## config.mk

```make
export PLATFORM = sky130hd
export DESIGN_NAME = sd_cmd_ctrl_flat
export DESIGN_NICKNAME = d
export VERILOG_FILES = /design/src/rtl/sd_cmd_ctrl_if.sv /design/src/rtl/sd_cmd_ctrl.sv /design/src/flat_wrapper.sv
export SDC_FILE = /design/constraint.sdc
export NUM_CORES = 1
export LEC_CHECK = 0
export ABC_AREA = 1
export CAP_MARGIN = 30
export CORE_ASPECT_RATIO = 0.9
export CORE_UTILIZATION = 25
export CTS_CLUSTER_DIAMETER = 40
export DETAILED_ROUTE_END_ITERATION = 10
export RECOVER_POWER = 50
export SLEW_MARGIN = 20
export SYNTH_ARGS = -nofsm -noshare
export SYNTH_HDL_FRONTEND = slang
export SYNTH_SLANG_ARGS = --single-unit
```

## constraint.sdc

```tcl
create_clock -name iclk -period 2.3 [get_ports iclk]
set_input_delay 0.69 -clock iclk [delete_from_list [all_inputs] [get_ports iclk]]
set_output_delay 0.69 -clock iclk [all_outputs]
set_load 0.01 [all_outputs]
```

## src/rtl/sd_cmd_ctrl_if.sv

```systemverilog
// Bundle of the CMD-engine signals: host handshake (start/index/arg, done/resp/flags)
// and the CMD pad pair. master = controller/pad side, slave = sd_cmd_ctrl.
interface sd_cmd_ctrl_if;
  logic        istart;
  logic [5:0]  iindex;
  logic [31:0] iarg;
  logic        icmd;
  logic        ocmd;
  logic        ocmd_oe;
  logic        odone;
  logic [31:0] oresp;
  logic        otimeout;
  logic        ocrc_err;

  modport master (
    output istart, iindex, iarg, icmd,
    input  ocmd, ocmd_oe, odone, oresp, otimeout, ocrc_err
  );

  modport slave (
    input  istart, iindex, iarg, icmd,
    output ocmd, ocmd_oe, odone, oresp, otimeout, ocrc_err
  );
endinterface

```

## src/rtl/sd_cmd_ctrl.sv

```systemverilog
// SD CMD-line engine: sends a 48-bit command with CRC7, receives and checks the response.
// Macro SD_CMD_CRC_CHECK_EN enables the receive CRC7 / end-bit check.
module sd_cmd_ctrl #(
  parameter int unsigned NCR_MAX = 64,
  parameter int unsigned NRC     = 8
) (
  input  logic        iclk,
  input  logic        irst_n,
  sd_cmd_ctrl_if.slave bus
);

  localparam int unsigned CNT_MAX = (NCR_MAX > 136) ? NCR_MAX : 136;
  localparam int unsigned CW      = $clog2(CNT_MAX + 1);

  localparam logic [CW-1:0] C_TX_DATA   = CW'(40);
  localparam logic [CW-1:0] C_TX_LAST   = CW'(47);
  localparam logic [CW-1:0] C_RX_DATA   = CW'(40);
  localparam logic [CW-1:0] C_R48_LAST  = CW'(47);
  localparam logic [CW-1:0] C_R136_LAST = CW'(135);
  localparam logic [CW-1:0] C_WAIT_LAST = CW'(NCR_MAX - 1);
  localparam logic [CW-1:0] C_GAP_LAST  = CW'(NRC - 1);

  typedef enum logic [2:0] {
    S_IDLE,
    S_SEND,
    S_WAIT,
    S_RECV,
    S_GAP,
    S_DONE
  } state_t;

  typedef enum logic [1:0] {
    RSP_NONE,
    RSP_R1,
    RSP_R2,
    RSP_R3
  } rsp_t;

  // Serial CRC7, polynomial x^7 + x^3 + 1
  function automatic logic [6:0] crc7_step(input logic [6:0] c, input logic b);
    logic fb;
    fb = b ^ c[6];
    return {c[5:3], c[2] ^ fb, c[1:0], fb};
  endfunction

  state_t        state_q, state_d;
  logic [CW-1:0] cnt_q;
  logic [5:0]    idx_q;
  logic [39:0]   tx_sh_q;
  logic [6:0]    tx_crc_q;
  logic [38:0]   rx_sh_q;
  logic [31:0]   resp_q;
  logic          timeout_q;
  rsp_t          rsp;
  logic [CW-1:0] rx_last;
  logic          tx_bit;
  logic          rx_fail;

  always_comb begin
    case (idx_q)
      6'd15:        rsp = RSP_NONE;
      6'd2, 6'd9:   rsp = RSP_R2;
      6'd41:        rsp = RSP_R3;
      default:      rsp = RSP_R1;
    endcase
  end

  assign rx_last = (rsp == RSP_R2) ? C_R136_LAST : C_R48_LAST;

  always_comb begin
    if (cnt_q < C_TX_DATA)      tx_bit = tx_sh_q[39];
    else if (cnt_q < C_TX_LAST) tx_bit = tx_crc_q[6];
    else                        tx_bit = 1'b1;
  end

`ifdef SD_CMD_CRC_CHECK_EN
  logic [6:0] rx_crc_q;
  logic       crc_err_q;

  // Evaluated on the last bit: rx_sh_q[6:0] then holds the received CRC field
  always_comb begin
    rx_fail = !bus.icmd || ((rsp == RSP_R1) && (rx_sh_q[6:0] != rx_crc_q));
  end

  always_ff @(posedge iclk or negedge irst_n) begin
    if (!irst_n) begin
      rx_crc_q  <= '0;
      crc_err_q <= 1'b0;
    end else begin
      case (state_q)
        S_IDLE: if (bus.istart) crc_err_q <= 1'b0;
        S_WAIT: if (!bus.icmd) rx_crc_q <= '0;
        S_RECV: begin
          if (cnt_q < C_RX_DATA) rx_crc_q <= crc7_step(rx_crc_q, bus.icmd);
          if (cnt_q == rx_last && rx_fail) crc_err_q <= 1'b1;
        end
        default: ;
      endcase
    end
  end

  assign bus.ocrc_err = crc_err_q;
`else
  assign rx_fail      = 1'b0;
  assign bus.ocrc_err = 1'b0;
`endif

  always_ff @(posedge iclk or negedge irst_n) begin
    if (!irst_n) state_q <= S_IDLE;
    else         state_q <= state_d;
  end

  always_comb begin
    state_d     = state_q;
    bus.ocmd    = 1'b1;
    bus.ocmd_oe = 1'b0;
    bus.odone   = 1'b0;
    case (state_q)
      S_IDLE: if (bus.istart) state_d = S_SEND;
      S_SEND: begin
        bus.ocmd_oe = 1'b1;
        bus.ocmd    = tx_bit;
        if (cnt_q == C_TX_LAST) state_d = (rsp == RSP_NONE) ? S_GAP : S_WAIT;
      end
      S_WAIT: begin
        if (!bus.icmd)                state_d = S_RECV;
        else if (cnt_q == C_WAIT_LAST) state_d = S_GAP;
      end
      S_RECV: if (cnt_q == rx_last) state_d = S_GAP;
      S_GAP:  if (cnt_q == C_GAP_LAST) state_d = S_DONE;
      S_DONE: begin
        bus.odone = 1'b1;
        state_d   = S_IDLE;
      end
      default: state_d = S_IDLE;
    endcase
  end

  always_ff @(posedge iclk or negedge irst_n) begin
    if (!irst_n) begin
      cnt_q     <= '0;
      idx_q     <= '0;
      tx_sh_q   <= '0;
      tx_crc_q  <= '0;
      rx_sh_q   <= '0;
      resp_q    <= '0;
      timeout_q <= 1'b0;
    end else begin
      case (state_q)
        S_IDLE: begin
          if (bus.istart) begin
            idx_q     <= bus.iindex;
            tx_sh_q   <= {2'b01, bus.iindex, bus.iarg};
            tx_crc_q  <= '0;
            cnt_q     <= '0;
            resp_q    <= '0;
            timeout_q <= 1'b0;
          end
        end
        S_SEND: begin
          cnt_q <= (cnt_q == C_TX_LAST) ? '0 : cnt_q + CW'(1);
          if (cnt_q < C_TX_DATA) begin
            tx_crc_q <= crc7_step(tx_crc_q, tx_sh_q[39]);
            tx_sh_q  <= {tx_sh_q[38:0], 1'b0};
          end else begin
            tx_crc_q <= {tx_crc_q[5:0], 1'b0};
          end
        end
        S_WAIT: begin
          // The start bit is checked first so it wins over a simultaneous timeout
          if (!bus.icmd) begin
            cnt_q   <= CW'(1);
            rx_sh_q <= '0;
          end else if (cnt_q == C_WAIT_LAST) begin
            cnt_q     <= '0;
            timeout_q <= 1'b1;
            resp_q    <= '0;
          end else begin
            cnt_q <= cnt_q + CW'(1);
          end
        end
        S_RECV: begin
          rx_sh_q <= {rx_sh_q[37:0], bus.icmd};
          if (cnt_q == rx_last) begin
            cnt_q  <= '0;
            resp_q <= rx_fail ? '0 : rx_sh_q[38:7];
          end else begin
            cnt_q <= cnt_q + CW'(1);
          end
        end
        S_GAP:   cnt_q <= cnt_q + CW'(1);
        default: ;
      endcase
    end
  end

  assign bus.oresp    = resp_q;
  assign bus.otimeout = timeout_q;

endmodule

```

## src/flat_wrapper.sv

```systemverilog
// flat-port wrapper written by rule: the top's interface ports become plain ports
module sd_cmd_ctrl_flat 
#(
  parameter int unsigned NCR_MAX = 64,
  parameter int unsigned NRC     = 8
)
  (iclk, irst_n, bus_istart, bus_iindex, bus_iarg, bus_icmd, bus_ocmd, bus_ocmd_oe, bus_odone, bus_oresp, bus_otimeout, bus_ocrc_err);
  sd_cmd_ctrl_if bus_i ();
  input  logic iclk;
  input  logic irst_n;
  input wire logic [$bits(bus_i.istart)-1:0] bus_istart;
  input wire logic [$bits(bus_i.iindex)-1:0] bus_iindex;
  input wire logic [$bits(bus_i.iarg)-1:0] bus_iarg;
  input wire logic [$bits(bus_i.icmd)-1:0] bus_icmd;
  output wire logic [$bits(bus_i.ocmd)-1:0] bus_ocmd;
  output wire logic [$bits(bus_i.ocmd_oe)-1:0] bus_ocmd_oe;
  output wire logic [$bits(bus_i.odone)-1:0] bus_odone;
  output wire logic [$bits(bus_i.oresp)-1:0] bus_oresp;
  output wire logic [$bits(bus_i.otimeout)-1:0] bus_otimeout;
  output wire logic [$bits(bus_i.ocrc_err)-1:0] bus_ocrc_err;
  assign bus_i.istart = bus_istart;
  assign bus_i.iindex = bus_iindex;
  assign bus_i.iarg = bus_iarg;
  assign bus_i.icmd = bus_icmd;
  assign bus_ocmd = bus_i.ocmd;
  assign bus_ocmd_oe = bus_i.ocmd_oe;
  assign bus_odone = bus_i.odone;
  assign bus_oresp = bus_i.oresp;
  assign bus_otimeout = bus_i.otimeout;
  assign bus_ocrc_err = bus_i.ocrc_err;
  sd_cmd_ctrl #(.NCR_MAX(NCR_MAX), .NRC(NRC)) u_core (.iclk(iclk), .irst_n(irst_n), .bus(bus_i));
endmodule
```

Word-level counts from Yosys, hierarchy flattened:

Cells that the tools add are included.

* register bits: 136
* input port bits: 42
* output and inout bits: 37
* logic and storage cells: 90

* add/subtract/negate cells: 1
* magnitude comparators: 2
* equal/unequal tests: 23
* mux-type cells: 38
* bitwise logic cells: 2
* reduce and logical (&&, ||, !) cells: 16

Operators with widths (count)
* $mux 32: 4
* $pmux 32 s3: 1
* $mux 40: 2
* $pmux 40 s2: 1
* $pmux 39 s2: 1
* $mux 8: 6
* $pmux 8 s5: 1
* $mux 39: 1
* $mux 3: 7
* $eq 8x6->1 const B: 2
* $lt 8x6->1 const B: 2
* $pmux 3 s5: 1
* $pmux 7 s2: 1
* $eq 6x4->1 const B: 2
* $ne 2x1->1 const B: 5
* $reduce_and 5->1: 2
* $add 8x1->8 const B: 1
* $eq 8x3->1 const B: 1
* $eq 8x8->1: 1
* $mux 1: 8
* $reduce_and 2->1: 4
* $mux 7: 1
* $eq 3x2->1 const B: 2
* $eq 3x3->1 const B: 2
* other kinds (18): 23

Logic depth before layout (Yosys ltp):

* depth after elaboration: 8
* gate-level depth with buffers: 13
* depth with buffers taken out: 11

Worst setup path before layout:

No wires, ideal clock.

* path type: register to output
* from: reg u_core.state_q[1]
* to: out bus_ocmd
* arrival: 1214 ps
* data required time: 1610 ps
* path slack: 396 ps
* cell stages (with the launch flop): 8
* path buffers: 1
* cell sequence: dfrtp_1 -> inv_2 -> nand2_2 -> nor2_4 -> inv_2 -> clkbuf_1 -> nor2_1 -> o221ai_1

* longest elaborated chain between the ends: 2

RTL lines
* start: declaration: line sd_cmd_ctrl.sv:46 `state_t state_q, state_d;`
* start signal: assignment: line sd_cmd_ctrl.sv:110 `else state_q <= state_d;`
* $eq 3x1->1: line sd_cmd_ctrl.sv:118 `case (state_q)`
* $mux 1: line sd_cmd_ctrl.sv:118
* end: declaration: line flat_wrapper.sv:15 `output wire logic [$bits(bus_i.ocmd)-1:0] bus_ocmd;`

No other way between the ends.

Worst setup path after layout:

* from: reg u_core.cnt_q[5]
* to: out bus_ocmd

* longest elaborated chain between the ends: 4
* elaborated cells on any way between the ends: 5
* classes of those cells: order compare (2); mux (3)

RTL lines
* start: declaration: line sd_cmd_ctrl.sv:47 `logic [CW-1:0] cnt_q;`
* start signal: assignment: line sd_cmd_ctrl.sv:161 `cnt_q <= (cnt_q == C_TX_LAST) ? '0 : cnt_q + CW'(1);`
* start signal: assignment: line sd_cmd_ctrl.sv:179 `cnt_q <= cnt_q + CW'(1);`
* start signal: assignment: line sd_cmd_ctrl.sv:188 `cnt_q <= cnt_q + CW'(1);`
* $lt 8x6->1: line sd_cmd_ctrl.sv:72 `else if (cnt_q < C_TX_LAST) tx_bit = tx_crc_q[6];`
* $mux 1: line sd_cmd_ctrl.sv:72
* $mux 1 (*): line sd_cmd_ctrl.sv:71 `if (cnt_q < C_TX_DATA) tx_bit = tx_sh_q[39];`
* $mux 1 (*): line sd_cmd_ctrl.sv:118

Mark *: on every way between the ends. The rest lies on a longest branch, timed or not.

==> results.cfg <==
[outcome]
outcome = completed

[synthesis]
synth_warnings = 0
synth_cell_type_count = 35
synth_compound_area_share_pct = 17.9
async_flop_share_pct = 100
synth_top_area_share_pct = 54.4
synth_top_family_by_area = simple AND/OR/NAND/NOR gates
synth_area_leaders = dfrtp_1, nand2_1, o211ai_2
postSynthAreaPerCell_um2 = 9.21
synth_mux_area_share_pct = 0
synthSimpleGateAreaFrac_pct = 18.3
netlist_area_um2 = 6250
synth_nets = 722
ys.flop_type = dfrtp_1
syn_inst = 679
yosysSeqAreaShare_pct = 54.4
synth_top_area_cell = dfrtp_1
synth_xor_area_share_pct = 0.560
synth_adder_area_share_pct = 0.200
synth_edf_count = 0
synth_seq_cells = 136

[route]
drtIter0Drc = 241
wl_per_cell_um = 11.9
final_antenna_net_count = 0
drc = 0
viasPerCell = 4.27
vias = 4796
finalWirelength_um = 13400
firstDrtPassIters = 5

[cells_and_area]
seqCellArea_um2 = 3410
fillCellCount = 2523
antenna_cells = 0
area_growth_pct = 29.7
finalNonFillerCells = 1124
multi_input_area_um2 = 2330
post_route_cells_drive_above_1_share_pct = 18.9
fin_util_pct = 33.3
final_nets = 818

[floorplan]
die_w_um = 169
ioPinCount = 79
die_h_um = 152
num_rows = 54
core_area_um2 = 24400
start_util_pct = 25.6
die-area_um2 = 25700

[pwr]
finalPower_mw = 10.4
p_per_area_nw_per_um2 = 1280
leakagePower_nw = 3.75
ir_drop_v = 0.000523

[sta]
fin_skew_ns = 0.0146
drv_slew = 0
worst_pin_slew_ns = 1.27
finalHoldViolations = 0
finalCriticalPeriod_ns = 2.28
min_period_over_period_pct = 99.2
grt_setup_unrepaired = yes
timing.slew.headroom_pct = 15.0
setup_violations = 0
max_freq_mhz = 438

[global_routing]
grt_pass1_wl_um = 23300
met3_usage_pct = 3.49
grt-busiest-layer = met2
grt_pass1_vias = 4746
antenna_found_initial = 0
grt.total_usage_pct = 11.3
grt_max_degree = 79
overflow = 0
grtUsageMet1_pct = 14.8
grt_util_met2_pct = 17.4

[flow_run]
cap_violations = 0

[setup_path]
critical_path_class = reg -> out
crit_arrival_ns = 1.59
critPathRequiredTime_ns = 1.61
critPathMaxFanout = 3
start_kind = flip-flop
end_kind = output port

[clock_network]
cts_sinks = 136
path_clk_slew_ns = 0.06
clock_path_buffers = 2
cts_inserted_buffers = 17
cts_tree = done
htree_num_levels = 4
cts_root_buffer = clkbuf_16
clk_latency_ns = 0.42
cts_hold_buf = 0

[placement]
dpl.cell_count = 1087
hpwl_um = 9070
io_buffers = 77
gp_congestion = 0.787

[worst_hold_path]
hp-class = reg -> reg
-- cells in the mapped netlist, types with 3 or more instances --
cell type,number
buf_2,12
buf_4,4
xor2_1,4
o22ai_1,10
inv_2,8
nand2_1,191
o21ai_1,32
nor3_1,5
buf_12,3
clkbuf_1,14
nand4_1,4
dfrtp_1,136
nand3_1,46
o211ai_2,30
inv_1,76
o211ai_1,7
nor2_1,14
o21ai_2,30
nor2_4,3
o21ai_0,27
a21oi_1,5
nor2_2,5
-- registers in the layout, summed over array words and instances, names as in the netlist --
name / count
u_core.cnt_q: 8
u_core.state_q: 3
u_core.rx_sh_q: 39
u_core.tx_crc_q: 7
u_core.idx_q: 6
u_core.bus.otimeout: 1
u_core.tx_sh_q: 40
u_core.bus.oresp: 32
-- final timing paths --
check                                          startpoint                          endpoint  slack, ns  cells after the start
max in group asynchronous                          irst_n    u_core.rx_sh_q[32]$_DFFE_PN0P_       0.45                      2
max reg2reg                   u_core.cnt_q[0]$_DFFE_PN0P_  u_core.bus.oresp[16]$_DFFE_PN0P_       0.32                     10
max                           u_core.cnt_q[5]$_DFFE_PN0P_                          bus_ocmd       0.02                      7
min reg2reg                u_core.tx_sh_q[38]$_DFFE_PN0P_    u_core.tx_sh_q[39]$_DFFE_PN0P_       0.48                      2
min                        u_core.tx_sh_q[38]$_DFFE_PN0P_    u_core.tx_sh_q[39]$_DFFE_PN0P_       0.48                      2
min in group asynchronous                          irst_n    u_core.tx_sh_q[18]$_DFFE_PN0P_       0.55                      1
-- layout make-up --
class	instances	area share, %
timing repair buffer	112	13.4
tap	336	5.18
clock buffer	20	5.63
clock inverter	12	1.13
multi-input combinational	424	28.8
sequential	136	42.0
inverter	84	3.90
-- metrics by stage --
step | hold slack [ns] | setup WS [ns] | area [um2] | setup TNS, ns
floorplan | 0.394 | 0.396 | 6250 | 0
global placement | 0.467 | 0.0329 | 7560 | 0
detailed placement | 0.469 | 0.0116 | 7560 | 0
CTS | 0.237 | -0.101 | 8120 | -0.101
global route | 0.508 | -0.0638 | 8110 | -0.0638
finish | 0.484 | 0.0175 | 8110 | 0
-- power breakdown --
group	internal [mW]	switching (mW)	total [mW]
Combinational	1.63	2.59	4.23
Clock	1.45	1.11	2.55
Sequential	3.27	0.358	3.63
Total	6.35	4.06	10.4
-- critical path, stage by stage, from the launching register on --
cell,delay [ns]
dfrtp_1,0.41
buf_4,0.16
nand2_2,0.07
nand2_1,0.07
inv_1,0.08
nand2_2,0.07
o221ai_2,0.14
buf_2,0.16
-- repair_timing --
action | CTS | global route
resized for setup | 7 | 8
endpoints found under the setup margin | 3 | 2
cloned | 0 | 0
pin swaps | 0 | 2
endpoints found under the hold margin | 0 | 0
setup buffers | 1 | 4
-- cell families (layout without fill, tap and decap cells) --
family	count (synthesis)	after routing
flops	136	136
other cells	1	1
xor+xnor	4	4
simple gates	271	271
buf+inv	119	228
fa+ha+maj	1	1
compound gates	147	147
-- cells in the final DEF (no fill, tap or decap), types with 4 or more instances in the layout --
cell / instances
o21ai_1: 32
clkinvlp_4: 4
dfrtp_1: 134
nor2_4: 4
clkdlybuf4s50_1: 72
o211ai_2: 30
o21ai_2: 30
nand3_1: 46
clkbuf_16: 17
buf_12: 6
nor2_1: 14
o211ai_1: 7
buf_4: 23
nor2_2: 4
inv_2: 6
nand2_1: 189
nand4_1: 4
inv_1: 77
a21oi_1: 5
o22ai_1: 10
xor2_1: 4
nor3_1: 5
o21ai_0: 27
clkinv_2: 4
-- per-layer routing --
layer	share of wire [%]	up-vias
li1	-	2420
met1	49	2282
met2	45	80
met3	4.5	14
met4	1.5	0
met5	0	-
Power figures use the tool's default switching activity.
